**src/rtl/fifo_fm0_tx.sv**
```systemverilog
// FM0 transmitter on the drain side of the tag's byte FIFO: pops bytes, serializes them
// MSB first, and closes every frame with a dummy-1 end-of-signaling bit.
module fifo_fm0_tx #(
    parameter int unsigned HALF_DIV = 4
) (
    input  logic       clk,
    input  logic       reset_n,
    input  logic       en_i,
    input  logic       start_i,
    input  logic       fifo_empty_i,
    input  logic [7:0] fifo_data_i,
    output logic       fifo_read_o,
    output logic       tx_out_o,
    output logic       busy_o,
    output logic       done_o,
    output logic [7:0] bytes_sent_o
);
    localparam int unsigned DATA_W = 8;
    localparam int unsigned CNT_W  = 8;
    localparam int unsigned IDX_W  = 3;
    localparam logic [CNT_W-1:0]  HALF_RELOAD = CNT_W'(HALF_DIV - 1);
    localparam logic [DATA_W-1:0] BYTES_MAX   = '1;

    typedef enum logic [2:0] {IDLE, FETCH, CAPTURE, SHIFT, EOS} state_e;

    state_e            state_q, state_d;
    logic [DATA_W-1:0] shift_q, shift_d;
    logic [DATA_W-1:0] hold_q, hold_d;
    logic [DATA_W-1:0] bytes_q, bytes_d;
    logic [CNT_W-1:0]  half_q, half_d;
    logic [IDX_W-1:0]  idx_q, idx_d;
    logic              phase_q, phase_d;
    logic              hold_valid_q, hold_valid_d;
    logic              pf_pend_q, pf_pend_d;
    logic              tx_q, tx_d;
    logic              busy_q, busy_d;
    logic              done_q, done_d;
    logic              read_c;
    logic              half_end_c;
    logic              prefetch_c;

    always_ff @(posedge clk or negedge reset_n) begin
        if (!reset_n) begin
            state_q      <= IDLE;
            shift_q      <= '0;
            hold_q       <= '0;
            bytes_q      <= '0;
            half_q       <= '0;
            idx_q        <= '0;
            phase_q      <= 1'b0;
            hold_valid_q <= 1'b0;
            pf_pend_q    <= 1'b0;
            tx_q         <= 1'b0;
            busy_q       <= 1'b0;
            done_q       <= 1'b0;
        end else begin
            state_q      <= state_d;
            shift_q      <= shift_d;
            hold_q       <= hold_d;
            bytes_q      <= bytes_d;
            half_q       <= half_d;
            idx_q        <= idx_d;
            phase_q      <= phase_d;
            hold_valid_q <= hold_valid_d;
            pf_pend_q    <= pf_pend_d;
            tx_q         <= tx_d;
            busy_q       <= busy_d;
            done_q       <= done_d;
        end
    end

    // Next state, FM0 level and pop strobe; the pop is decided in the same cycle as its condition.
    always_comb begin
        state_d      = state_q;
        shift_d      = shift_q;
        hold_d       = hold_q;
        bytes_d      = bytes_q;
        half_d       = half_q;
        idx_d        = idx_q;
        phase_d      = phase_q;
        hold_valid_d = hold_valid_q;
        pf_pend_d    = 1'b0;
        tx_d         = tx_q;
        busy_d       = busy_q;
        done_d       = 1'b0;
        read_c       = 1'b0;
        half_end_c   = (half_q == '0);
        prefetch_c   = (idx_q == '0) && phase_q && (half_q == HALF_RELOAD);

        // Prefetched byte arrives one cycle after its pop.
        if (pf_pend_q) begin
            hold_d       = fifo_data_i;
            hold_valid_d = 1'b1;
        end

        if (!en_i) begin
            if (state_q != IDLE) begin
                state_d      = IDLE;
                tx_d         = 1'b0;
                busy_d       = 1'b0;
                hold_valid_d = 1'b0;
            end
        end else begin
            unique case (state_q)
                IDLE: begin
                    if (start_i) begin
                        bytes_d      = '0;
                        hold_valid_d = 1'b0;
                        if (fifo_empty_i) begin
                            done_d = 1'b1;
                        end else begin
                            read_c  = 1'b1;
                            busy_d  = 1'b1;
                            state_d = FETCH;
                        end
                    end
                end
                FETCH: state_d = CAPTURE;
                CAPTURE: begin
                    shift_d = fifo_data_i;
                    idx_d   = '1;
                    half_d  = HALF_RELOAD;
                    phase_d = 1'b0;
                    tx_d    = ~tx_q;
                    state_d = SHIFT;
                end
                SHIFT: begin
                    read_c    = prefetch_c && !fifo_empty_i;
                    pf_pend_d = read_c;
                    if (!half_end_c) begin
                        half_d = half_q - CNT_W'(1);
                    end else begin
                        half_d  = HALF_RELOAD;
                        phase_d = ~phase_q;
                        if (!phase_q) begin
                            if (!shift_q[idx_q]) tx_d = ~tx_q;
                        end else begin
                            tx_d = ~tx_q;
                            if (idx_q != '0) begin
                                idx_d = idx_q - IDX_W'(1);
                            end else begin
                                if (bytes_q != BYTES_MAX) bytes_d = bytes_q + DATA_W'(1);
                                idx_d = '1;
                                // A prefetch still in flight is taken straight from the FIFO port.
                                if (hold_valid_q || pf_pend_q) begin
                                    shift_d      = hold_valid_q ? hold_q : fifo_data_i;
                                    hold_valid_d = 1'b0;
                                end else begin
                                    state_d = EOS;
                                end
                            end
                        end
                    end
                end
                EOS: begin
                    if (!half_end_c) begin
                        half_d = half_q - CNT_W'(1);
                    end else begin
                        half_d  = HALF_RELOAD;
                        phase_d = ~phase_q;
                        if (phase_q) begin
                            tx_d    = 1'b0;
                            busy_d  = 1'b0;
                            done_d  = 1'b1;
                            state_d = IDLE;
                        end
                    end
                end
                default: state_d = IDLE;
            endcase
        end
    end

    assign fifo_read_o  = read_c;
    assign tx_out_o     = tx_q;
    assign busy_o       = busy_q;
    assign done_o       = done_q;
    assign bytes_sent_o = bytes_q;
endmodule

```
**config.mk**
```make
export PLATFORM = sky130hd
export DESIGN_NAME = fifo_fm0_tx
export DESIGN_NICKNAME = d
export VERILOG_FILES = /design/src/rtl/fifo_fm0_tx.sv
export SDC_FILE = /design/constraint.sdc
export NUM_CORES = 1
export LEC_CHECK = 0
export ABC_AREA = 1
export ABC_CLOCK_PERIOD_IN_PS = 2000
export BUFFER_PORTS_ARGS = -buffer_cell sky130_fd_sc_hd__buf_2
export CORE_MARGIN = 2
export CORE_UTILIZATION = 45
export CTS_BUF_LIST = sky130_fd_sc_hd__clkbuf_8
export CTS_CLUSTER_SIZE = 12
export DETAILED_ROUTE_END_ITERATION = 12
export SYNTH_ARGS = -nofsm -noshare
export SYNTH_HDL_FRONTEND = slang
export SYNTH_SLANG_ARGS = --single-unit
```
**constraint.sdc**
```tcl
create_clock -name clk -period 2 [get_ports clk]
set_input_delay 0.4 -clock clk [delete_from_list [all_inputs] [get_ports clk]]
set_output_delay 0.4 -clock clk [all_outputs]
set_load 0.05 [all_outputs]
```
; ---- After elaboration in Yosys (flattened, before gate mapping)
; Cells that the tools add are included.
[word_totals]
ff_bits = 44
output_inout_bits = 12
in_bits = 13
wordCells = 131
[op_classes]
addsub = 3
order_cmp = 1
n_mux = 66
eq_ne = 24
bitwise_logic = 2
reduce_logical = 23
[op_table]
columns = operator, count
row1 = $mux W8, 11
row2 = $pmux W8 S2, 3
row3 = $mux W3, 13
row4 = $mux W1, 30
row5 = $ne A3 B3 Y1 const B, 8
row6 = $reduce_and A6 Y1, 3
row7 = $pmux W3 S5, 1
row8 = $ne A2 B2 Y1 const B, 6
row9 = $pmux W1 S2, 5
row10 = $reduce_and A9 Y1, 1
row11 = $add A8 B1 Y8 const B, 1
row12 = $eq A8 B2 Y1 const B, 1
row13 = $logic_not A8 Y1, 1
row14 = $ne A8 B8 Y1 const B, 1
row15 = $reduce_bool A2 Y1, 4
row16 = $sub A8 B1 Y8 const B, 1
row17 = $reduce_and A7 Y1, 1
row18 = $eq A3 B2 Y1 const B, 2
row19 = $logic_not A3 Y1, 2
row20 = $pmux W3 S2, 1
row21 = $reduce_bool A3 Y1, 2
row22 = $lt A3 B4 Y1 const B, 1
row23 = $ne A4 B1 Y1 const B, 1
row24 = $ne A4 B4 Y1 const B, 1
row25 = other kinds (15), 18

; ---- Longest topological paths before layout
[logic_depth]
word_depth = 7
ltp_mapped = 10
mapped_depth_nobuf = 10

; ---- Worst setup path before layout
; No wires, ideal clock.
[synth_path]
path_kind = register to output
start = register idx_q[0]
end = output fifo_read_o
stages_incl_launch_ff = 7
t_arrival_ps = 2090
t_required_ps = 1600
n_path_buf = 0
setup_slack_ps = -490
cell_sequence = dfrtp_1 inv_1 ha_1 nand2_1 nor2_1 nand2_1 o21ai_0
[synth_via]
elab_chain_cells = 6
[synth_rtl]
columns = item, line
row1 = "start, declared", 31  ; logic [IDX_W-1:0] idx_q, idx_d;
row2 = "start signal, assigned", 62  ; idx_q <= idx_d;
row3 = $logic_not A3 Y1, 88  ; prefetch_c = (idx_q == '0) && phase_q && (half_q == HALF_RELOAD);
row4 = $logic_and A1 B1 Y1 (2 in series), 88
row5 = $logic_and A1 B1 Y1, 128  ; read_c = prefetch_c && !fifo_empty_i;
row6 = $pmux W1 S2, 104  ; unique case (state_q)
row7 = $mux W1, 96  ; if (!en_i) begin
row8 = "end, declared", 12  ; output logic fifo_read_o,
; Every way passes these cells.

; ---- Worst setup path after layout
[layout_path]
start = register state_q[1]
end = output fifo_read_o
[layout_via]
elab_chain_cells = 3
elab_cells_between_ends = 4
cone_classes = eq/ne (1) / mux (2) / reduce/logical (1)
[layout_rtl]
columns = item, line
row1 = "start, declared", 26  ; state_e state_q, state_d;
row2 = "start signal, assigned", 57  ; state_q <= state_d;
row3 = $eq A3 B2 Y1 / $logic_not A3 Y1 (equally long branches), 104
row4 = $pmux W1 S2 (*), 104
row5 = $mux W1 (*), 96
; Every way passes the cells marked *; elsewhere a longest branch is shown, timed or not.

==> impl_results.rst <==
.. list-table::
   :header-rows: 1

   * - Metric
     - Value
   * - WL per Instance
     - between 10 and 15 microns
   * - Placed cell count
     - 430
   * - Ys async rst share
     - between 90% and 100%
   * - Actual slew at the worst max-slew pin
     - about 0.54 ns
   * - GR Overflow Total
     - 0
   * - NetSw
     - approximately 1.6 mW
   * - Critical-path maximum fanout
     - 7
   * - Total standard cell area after synthesis
     - between 0.002 and 0.003 sq mm
   * - Dominant synthesized flop cell
     - dfrtp_1
   * - Share of synthesized area occupied by flip-flops and latches
     - 42.8%
   * - Portion of total power attributed to sequential cells
     - a little over a third
   * - Global placement routability congestion
     - about 0.86
   * - Total number of vias
     - ~2200
   * - Data required time at the worst endpoint
     - ~1.6 ns
   * - Smallest setup slack after layout
     - between 0.09 and 0.1 ns
   * - Slowest stage cell on the critical path
     - dfrtp_2
   * - Number of setup violations in the final report
     - 0
   * - Combined area of the multi-input logic cells
     - ~0.0013 sq mm
   * - Count of filler cells inserted in the layout
     - ~500
   * - Worst Setup Start Kind
     - flop
   * - FF/Latch Area
     - about 0.0011 sq mm
   * - Setup slack after placement
     - 0.191 ns
   * - Vias in the first global route
     - 2134
   * - Worst slew slack as a fraction of its limit
     - a little under two thirds
   * - Number of buffers on the longest clock path
     - 2
   * - Cells traversed along the worst timing path
     - nor2_4 > nand2_2 > inv_4 > nand4_1 > o21ai_2 > buf_6
   * - Post-route antenna net violation count
     - 0
   * - Finished Layout Cells
     - 446
   * - Combinational power share
     - between 40% and 50%
   * - Switching share of total power
     - 43.2%
   * - Fraction of layout instances using a drive strength above 1
     - 24.3%
   * - Number of buffers inserted by hold repair at cts
     - 0
   * - Hold violation count in the final report
     - 0
   * - Final antenna diode count
     - 0
   * - Pwr dens
     - about 1200 mW/mm^2
   * - Max-slew violation count
     - 0
   * - Worst setup path category
     - flop to primary output
   * - Share of the cycle needed by the critical path after routing
     - around 95%
   * - Status
     - finished, final reports clean
   * - Number of detailed-route iterations in the first pass
     - 4
   * - Synth cell types
     - 28
   * - Largest net degree at the start of global routing
     - 25
   * - Number of nets at the end of the flow
     - between 300 and 400
   * - Io pins
     - 25
   * - Row count
     - 27
   * - Number of antenna violations at the first check in global routing
     - 0
   * - Overall routing resource usage
     - around a fifth
   * - Pint
     - approximately 2.1 mW
   * - Cell at the root of the clock tree
     - clkbuf_8
   * - Clock network latency to the later pin of the worst-skew pair
     - roughly 0.29 ns
   * - Nets in the synthesized netlist
     - roughly 350
   * - Placed wire-length estimate
     - roughly 4000 microns
   * - Accumulated negative setup slack
     - 0 ns
   * - Clock tree from TritonCTS
     - built
   * - Die boundary height
     - roughly 80 microns
   * - Total DRC errors in the routed layout
     - 0
   * - FF+latch count, synth
     - between 40 and 50
   * - Total detailed-routing wirelength
     - between 5000 and 6000 microns
   * - Worst path max stage delay
     - around 0.46 ns
   * - Peak supply drop
     - between 700 and 800 uV
   * - Maximum clock rate
     - ~0.52 GHz
   * - Post-Route Hold Slack
     - approximately 0.082 ns
   * - Yosys warns
     - 0
   * - Area of the core region
     - approximately 0.0055 sq mm
   * - CTS H-tree depth
     - 2
   * - Reg-to-Reg Start
     - half_q[1]
   * - Clock tree sinks
     - 44
   * - Die Outline Area
     - approximately 0.0063 sq mm
   * - PortBufs
     - 24
   * - Starting density of the core
     - a little under half
   * - CP startpoint
     - state_q[1]
   * - Number of vias per cell after detailed routing
     - approximately 5
   * - Worst Path Arrival
     - around 1.5 ns
   * - Clock period minus final worst setup slack
     - between 1.5 and 2 ns
   * - Pwr Total
     - approximately 3.7 mW
   * - Die Wd
     - 79.6 microns
   * - First-pass GRT wire length
     - between 9000 and 10000 microns
   * - Post-Route Skew
     - a little under 0.009 ns
   * - Part of the total power dissipated in the clock network
     - 17.5%
   * - Post-synthesis average cell area
     - 7.72 sq um
   * - Clock-pin slew on the worst setup and hold paths
     - 0.08 ns
   * - Number of violations reported at the end of detailed-routing iteration 0
     - 115
   * - Lkg Pwr
     - between 1.5 and 2 nW
   * - Area delta synth->final
     - 17.1%
   * - Path category of the worst min-delay check
     - input pin to asynchronous set/reset pin
   * - Cells after synthesis
     - 333
   * - Number of flops mapped to enable cells by yosys
     - 0
   * - Number of buffers created by CTS
     - 5
   * - Sort of element at the end of the critical path
     - primary output
   * - Number of max-cap violations
     - 0
[logic make-up after synthesis]
group	share of synthesized area [%]
buffers and inverters	7.20
DFF	42.8
adders and majority gates	2.92
xor gates and xnor gates	1.36
and+or+nand+nor	34.4
AOI/OAI and AO/OA	11.3
[layout make-up]
class                   count  area share (%)
flip-flops and latches     44            36.7
clock inverters             1           0.998
multi-input cells         248            44.1
repair buffers             41            8.44
inverters                  35            4.45
well taps                  72            2.99
clock buffers               5            2.29
[power by group through the flow]
stage | sequential [mW] | clock [mW] | combinational [mW]
after floorplan | 1.36 | 0 | 1.13
after global placement | 1.31 | 0 | 1.52
after detailed placement | 1.32 | 0 | 1.52
after CTS | 1.30 | 0.676 | 1.57
after global routing | 1.33 | 0.706 | 1.98
final | 1.30 | 0.646 | 1.75
[cells in the mapped netlist (3+ instances only)]
cell,number,area [sq um]
a21oi_1,14,70.1
buf_6,4,45.0
dfrtp_1,44,1100
ha_1,6,75.1
inv_1,29,109
inv_2,6,22.5
nand2_1,89,334
nand2_2,6,37.5
nand3_1,28,140
nand3b_1,4,30.0
nand4_1,11,68.8
nor2_1,34,128
nor2_2,4,25.0
o21ai_0,13,65.1
o21ai_1,14,70.1
o21ai_2,8,70.1
xor2_1,3,26.3
[sequential cells by signal (all words and copies together) (netlist names)]
register	flops
shift_q	8
state_q	3
busy_o	1
half_q	8
phase_q	1
done_o	1
pf_pend_q	1
hold_q	8
bytes_sent_o	8
idx_q	3
tx_out_o	1
hold_valid_q	1
[through the flow]
stage	area [sq um]	utilization, %
6_report	3010	54.6
2_1_floorplan	2570	-
3_3_place_gp	2780	50.5
3_5_place_dp	2780	50.5
5_1_grt	3010	54.6
4_1_cts	2910	52.8
[worst max-delay path: cells and delay by family, from the launching register on]
| family | cells | cell delay, ns |
|---|---|---|
| flip-flops | 1 | 0.46 |
| AND/OR/NAND/NOR | 3 | 0.39 |
| buffers and inverters | 2 | 0.27 |
| AO/OA/AOI/OAI | 1 | 0.10 |
[worst paths after layout]
kind                          endpoint  slack (ns)  depth (start not counted)
max                        fifo_read_o        0.09                          6
min                          hold_q[4]        0.08                          1
max reg2reg                 shift_q[1]        0.25                         10
min reg2reg                 shift_q[7]        0.50                          2
max in group asynchronous    half_q[3]        1.33                          2
min in group clk             hold_q[2]        0.33                          3
[layer usage]
metal,global-route usage [%],wire length [microns],vias to the layer above
met1,25.3,2590,1042
met3,4.07,155,6
met4,5.69,70,0
li1,-,-,1167
met5,0,0,-
met2,32.2,2720,33
[layout by cell type (no fill, tap or decap), types with 12 or more instances in the layout]
cell,n
nand2_1,88
dfrtp_1,41
nor2_1,32
nand3_1,28
inv_1,27
buf_2,23
buf_4,17
o21ai_1,14
a21oi_1,14
o21ai_0,12
[repair_timing]
| action | in CTS | in global routing |
|---|---|---|
| endpoints found under the setup margin | 1 | 1 |
| setup buffers | 1 | 9 |
| resized for setup | 6 | 11 |
| pin swaps | 0 | 5 |
| cloned | 0 | 0 |
Power figures use the tool's default switching activity.
